--- src/rtl/ccff_chain_loader.sv ---
// Configuration-chain writer: takes words over valid/ready and shifts them MSB-first
// onto ccff_head, gating the chain clock via chain_shift_en for exactly CHAIN_LEN shifts.
module ccff_chain_loader #(
  parameter int unsigned CHAIN_LEN   = 58,
  parameter int unsigned WORD_W      = 8,
  parameter bit          CHECK_EMPTY = 1'b1
) (
  input  logic              prog_clk,
  input  logic              pReset,
  input  logic              start,
  input  logic [WORD_W-1:0] cfg_data,
  input  logic              cfg_valid,
  output logic              cfg_ready,
  output logic              ccff_head,
  output logic              chain_shift_en,
  input  logic              ccff_tail,
  output logic              busy,
  output logic              done,
  output logic              tail_err,
  output logic [15:0]       bit_cnt
);

  typedef enum logic [1:0] {IDLE, LOAD, DONE} state_t;

  localparam logic [16:0] LEN17     = 17'(CHAIN_LEN);
  localparam logic [15:0] LAST_CNT  = 16'(CHAIN_LEN - 1);
  localparam logic [5:0]  WORD_BITS = 6'(WORD_W);

  state_t            state;
  logic [WORD_W-1:0] sr;
  logic [5:0]        bits_in_sr;
  logic              room;
  logic              accept;

  assign chain_shift_en = (state == LOAD) && (bits_in_sr != 6'd0);
  assign ccff_head      = chain_shift_en & sr[WORD_W-1];

  // Stop taking words once the bits already held cover the rest of the chain.
  assign room      = ({1'b0, bit_cnt} + {11'b0, bits_in_sr}) < LEN17;
  assign cfg_ready = (state == LOAD) && room &&
                     ((bits_in_sr == 6'd0) || ((bits_in_sr == 6'd1) && chain_shift_en));
  assign accept    = cfg_valid && cfg_ready;

  always_ff @(posedge prog_clk or posedge pReset) begin
    if (pReset) begin
      state      <= IDLE;
      sr         <= '0;
      bits_in_sr <= 6'd0;
      bit_cnt    <= 16'd0;
      busy       <= 1'b0;
      done       <= 1'b0;
      tail_err   <= 1'b0;
    end else begin
      case (state)
        IDLE: begin
          if (start) begin
            state      <= LOAD;
            busy       <= 1'b1;
            bit_cnt    <= 16'd0;
            tail_err   <= 1'b0;
            sr         <= '0;
            bits_in_sr <= 6'd0;
          end
        end
        LOAD: begin
          if (chain_shift_en) begin
            sr         <= sr << 1;
            bits_in_sr <= bits_in_sr - 6'd1;
            bit_cnt    <= bit_cnt + 16'd1;
            if (CHECK_EMPTY && ccff_tail) tail_err <= 1'b1;
            // Final shift: any unshifted low bits of a partial word are dropped here.
            if (bit_cnt == LAST_CNT) begin
              state      <= DONE;
              busy       <= 1'b0;
              done       <= 1'b1;
              sr         <= '0;
              bits_in_sr <= 6'd0;
            end
          end
          if (accept) begin
            sr         <= cfg_data;
            bits_in_sr <= WORD_BITS;
          end
        end
        DONE: begin
          state <= IDLE;
          done  <= 1'b0;
        end
        default: begin
          state <= IDLE;
          busy  <= 1'b0;
          done  <= 1'b0;
        end
      endcase
    end
  end

endmodule

--- config.mk ---
export PLATFORM = sky130hd
export DESIGN_NAME = ccff_chain_loader
export DESIGN_NICKNAME = d
export VERILOG_FILES = /design/src/rtl/ccff_chain_loader.sv
export SDC_FILE = /design/constraint.sdc
export NUM_CORES = 1
export LEC_CHECK = 0
export ABC_CLOCK_PERIOD_IN_PS = 6800
export CAP_MARGIN = 25
export CORE_ASPECT_RATIO = 0.7
export CORE_MARGIN = 1.5
export CORE_UTILIZATION = 59
export DETAILED_ROUTE_END_ITERATION = 10
export GPL_TIMING_DRIVEN = 0
export PLACE_DENSITY = 0.86
export SLEW_MARGIN = 15
export SYNTH_ARGS = -nofsm -noshare
export SYNTH_HDL_FRONTEND = slang
export SYNTH_SLANG_ARGS = --single-unit
--- constraint.sdc ---
create_clock -name prog_clk -period 6.8 [get_ports prog_clk]
set_input_delay 1.36 -clock prog_clk [delete_from_list [all_inputs] [get_ports prog_clk]]
set_output_delay 1.36 -clock prog_clk [all_outputs]
set_load 0.01 [all_outputs]
## Word-level counts from Yosys, hierarchy flattened

Index checks and enable logic that the tools add are counted.

| word-level totals | value |
|---|---|
| bits in registers | 35 |
| bits of input ports | 13 |

| operators by class | value |
|---|---|
| add/subtract/negate cells | 3 |
| order comparisons | 1 |
| equality and inequality tests | 9 |
| multiplexer cells | 28 |
| bitwise logic cells | 3 |
| reductions and logical operators | 16 |

Operators with widths:

| kind | count |
|---|---|
| $mux W16 | 2 |
| $mux W8 | 4 |
| $pmux W16 S2 | 1 |
| $mux W6 | 4 |
| $add A16 B6 Y17 | 1 |
| $lt A17 B6 Y1 const B | 1 |
| $add A16 B1 Y16 const B | 1 |
| $eq A16 B6 Y1 const B | 1 |
| $pmux W8 S2 | 1 |
| $pmux W6 S2 | 1 |
| $reduce_and A3 Y1 | 4 |
| $mux W1 | 8 |
| $reduce_and A4 Y1 | 2 |
| $eq A6 B1 Y1 const B | 1 |
| $logic_not A6 Y1 | 1 |
| $mux W2 | 3 |
| $ne A2 B2 Y1 const B | 3 |
| $reduce_bool A6 Y1 | 1 |
| $sub A6 B1 Y6 const B | 1 |
| $logic_and A1 B1 Y1 | 5 |
| $pmux W1 S2 | 2 |
| $pmux W2 S2 | 1 |
| $ne A3 B3 Y1 const B | 1 |
| $pmux W1 S3 | 1 |
| other kinds (8) | 9 |

## Longest topological paths before layout

| logic depth | value |
|---|---|
| depth after elaboration | 8 |
| mapped depth | 10 |
| mapped depth without buffers | 9 |

## Least setup slack after synthesis

OpenSTA, ideal clock, no wires.

| timing path | value |
|---|---|
| kind | flip-flop to output port |
| from | register bit_cnt[0] |
| to | output port cfg_ready |
| arrival | 2.139 ns |
| slack | 3.301 ns |
| cell stages (with the launch flop) | 9 |
| cell sequence | dfrtp_1 -> and2_1 -> fa_1 -> a21oi_1 -> o221ai_2 -> nand2_1 -> xor2_1 -> nand4_1 -> and4b_1 |

| between the ends | value |
|---|---|
| longest elaborated chain between the ends | 4 |

RTL lines:

| element | RTL line | source |
|---|---|---|
| from (decl) | 20 | `output logic [15:0] bit_cnt` |
| from (signal assigned) | 69 | `bit_cnt <= bit_cnt + 16'd1;` |
| $add A16 B6 Y17 | 39 | `assign room = ({1'b0, bit_cnt} + {11'b0, bits_in_sr}) < LEN17;` |
| $lt A17 B6 Y1 | 39 |  |
| $logic_and A1 B1 Y1 (2 in series) | 40 | `assign cfg_ready = (state == LOAD) && room &&` |
| to (decl) | 13 | `output logic cfg_ready,` |

Every way passes these cells.

## Worst setup path after layout

Ends and elaborated chain as after synthesis.

==> results_dict.tcl <==
set metrics [dict create \
    ctsHoldBuffers 0 \
    worstPathRequired_ps 5440 \
    design.core.area_um2 3875 \
    final_util_pct 73.85 \
    setup_crit_start_kind "flop" \
    cts.clk_slew.worst_paths_ps 70 \
    io-pin-count 35 \
    synth-main-ff-cell "dfrtp_1" \
    post_synthesis_cell_type_with_the_largest_combined_area "dfrtp_1" \
    grt_setup_unrepaired "no" \
    cts_repair_resized_insts 0 \
    dieHeight_um 56.01 \
    cell_leakage_power_nw 1.265 \
    clock-skew-final_ps 6.935 \
    antenna_found_initial 0 \
    timing.final.max_slew_violations 0 \
    detailed_place_hpwl_um 4066 \
    synth.lib_cells_used.distinct 55 \
    detail-route-antenna-nets 0 \
    endpoint_kind "primary output" \
    cts_tree "done" \
    totalWireLength_um 5502 \
    via_per_inst 5.805 \
    hold_viol 0 \
    timing.fmax_ghz 0.2212 \
    postSynthRegisterBits 35 \
    power.ir.vdd_worst_mv 0.2231 \
    relSlewSlack_pct 49.44 \
    cts_buf_count 5 \
    root_cell_of_the_clock_tree "clkbuf_8" \
    mappedNetlistNets 273 \
    postSynthAreaPerCell_um2 9.474 \
    die_w_um 78.73 \
    clock_tree.buffer_depth 2 \
    num_vias 1991 \
    path_category_of_the_worst_min_delay_check "reg2reg" \
    source_to_sink_clock_delay_at_the_later_pin_of_the_worst_skew_pair_ps 290 \
    grt_remaining_overflow 0 \
    post_synth_inst_count 250 \
    finalSetupTns_ps 0 \
    fin_crit_sh_pct 66.49 \
    cell_by_cell_listing_of_the_critical_path "and2_1 > fa_1 > a21oi_1 > o221ai_2 > nand2_1 > xor2_1 > nand4_1 > and4b_1 > clkdlybuf4s50_1" \
    insertedDiodeCount 0 \
    multi_input_area_um2 1375 \
    cp_top_family "simple AND/OR/NAND/NOR gates" \
    synthesis.yosys.warnings 0 \
    total_global_routing_track_utilization_pct 27.68 \
    maximum_number_of_pins_on_one_net_before_global_route_repair 36 \
    core.rowCount 19 \
    n_fill_cell 275 \
    synth.top_cells.by_area "dfrtp_1 (37%), ha_1 (4.8%), nor2_1 (4.4%)" \
    status "finished clean" \
    max_stage_delay_ps 540 \
    drt_first_iter_violations 127 \
    timing.final.setup_violations 0 \
    io_buffers 34 \
    dp_slack_ps 2619 \
    design.final.nets 314 \
    grt_pass1_vias 1945 \
    drt_pass1_iterations 4 \
    globalplace.congestion 0.9034 \
    postSynth.asyncResetShare_pct 100.0 \
    drt_drc_violations_left 0 \
    final.min_clock_period_ps 4521 \
    synth_area_um2 2369 \
    grt_first_pass_wirelength_um 9266 \
    initial_utilization_pct 61.12 \
    slew_worst_pin_ps 756.8 \
    wl_per_cell_um 16.04 \
    critPathBufInv 1 \
    powerDensity_nw_per_um2 407.2 \
    setup_ws_ps 2279 \
    worst-setup-path-type "reg2out" \
    post_synth_edffs 0 \
    area_growth_syn_to_layout_pct 20.81 \
    clock_sinks 35 \
    cpMaxStageDelayCell "clkdlybuf4s50_1" \
    cp_max_fo 8 \
    dieArea_um2 4410 \
    post-synth-top-area-fraction_pct 36.98 \
    cts-htree-levels 2 \
    postCtsSetupBuffers 0 \
    drv.max_cap_violation_count 0 \
    register_area_um2 875.8 \
    drive_gt1_share_pct 15.12 \
    cp.arrival_ps 3160 \
    sequential_to_total_area_share_from_yosys_stat_pct 36.98 \
]
## state kept, by name, summed over array words and instances (netlist names)
name / cells
done: 1
busy: 1
bits_in_sr: 6
bit_cnt: 16
tail_err: 1
state: 2
sr: 8
## layer usage
layer | GRT usage (%) | vias to the layer above | part of all wire, %
li1 | - | 967 | -
met1 | 40.82 | 965 | 49
met2 | 39.90 | 54 | 43
met3 | 6.066 | 5 | 7.2
met4 | 9.694 | 0 | 0.89
met5 | 0 | - | 0
## through the flow
stage          power (mW)  cell area (um2)  std cells  hold WS (ps)
2_1_floorplan      0.8088             2369        250         499.7
3_3_place_gp       0.9840             2774        336         497.5
3_5_place_dp        1.006             2774        336         502.5
4_1_cts             1.162             2861        343         527.0
5_1_grt             1.257             2861        343         565.4
6_report            1.165             2861        343         521.9
## where the power goes
part           internal, mW  switching [mW]
sequential            0.273          0.0889
combinational         0.311           0.337
clock                0.0794          0.0756
## cell families (layout without fill, tap and decap cells)
group	count (synthesis)	after routing	synth area share, %
multiplexers	11	11	5.811
AND/OR/NAND/NOR	106	106	25.78
flip-flops	35	35	36.98
AO/OA/AOI/OAI	47	47	14.21
XOR/XNOR	18	18	6.656
buffers and inverters	23	64	4.966
adder cells (fa/ha/maj)	10	10	5.600
## worst min-delay path: stages, from the launching register on
cell,delay (ps)
dfrtp_1,360
a31oi_1,50
nor2_1,80
## final cells by class
type,instances,area share (%)
inverters,10,1.312
repair buffers,34,11.89
flip-flops and latches,35,30.61
clock inverters,1,0.1749
plain buffers,13,2.798
well taps,52,2.274
clock buffers,6,2.886
multi-input cells,192,48.05
## cells in the mapped netlist (3+ instances only)
library cell	count
a21oi_1	10
a22o_1	7
and2_1	3
and3_1	3
buf_2	7
buf_6	3
clkbuf_1	3
dfrtp_1	35
ha_1	9
inv_1	10
mux2_4	5
mux2i_1	4
nand2_1	23
nand3_1	9
nand4_1	8
nor2_1	28
nor2b_1	3
nor3_1	3
o21ai_0	9
o21ai_1	3
or2_2	4
or3_1	3
xnor2_1	7
xor2_1	11
## final timing paths
path,cells after the start,slack [ps],start,endpoint
setup / recovery,9,2280,bit_cnt[0],cfg_ready
hold / removal,2,520,done,done
setup reg to reg,10,3750,bit_cnt[0],sr[1]
hold reg to reg,2,520,done,done
max in group asynchronous,2,4830,pReset,bit_cnt[5]
min in group asynchronous,2,1510,pReset,state[0]
## layout by cell type (no fill, tap or decap), types with 3 or more instances in the layout
master           Yosys  final
a21oi_1             10     10
a22o_1               7      7
and2_1               3      3
and3_1               3      3
buf_2                7      7
buf_6                3      3
clkbuf_1             3      3
clkbuf_8             0      6
clkdlybuf4s50_1      0     34
dfrtp_1             35     35
ha_1                 9      9
inv_1               10      9
mux2_4               5      5
mux2i_1              4      4
nand2_1             23     23
nand3_1              9      9
nand4_1              8      8
nor2_1              28     28
nor2b_1              3      3
nor3_1               3      3
o21ai_0              9      9
o21ai_1              3      3
or2_2                4      4
or3_1                3      3
xnor2_1              7      7
xor2_1              11     11
Power figures use the tool's default switching activity.
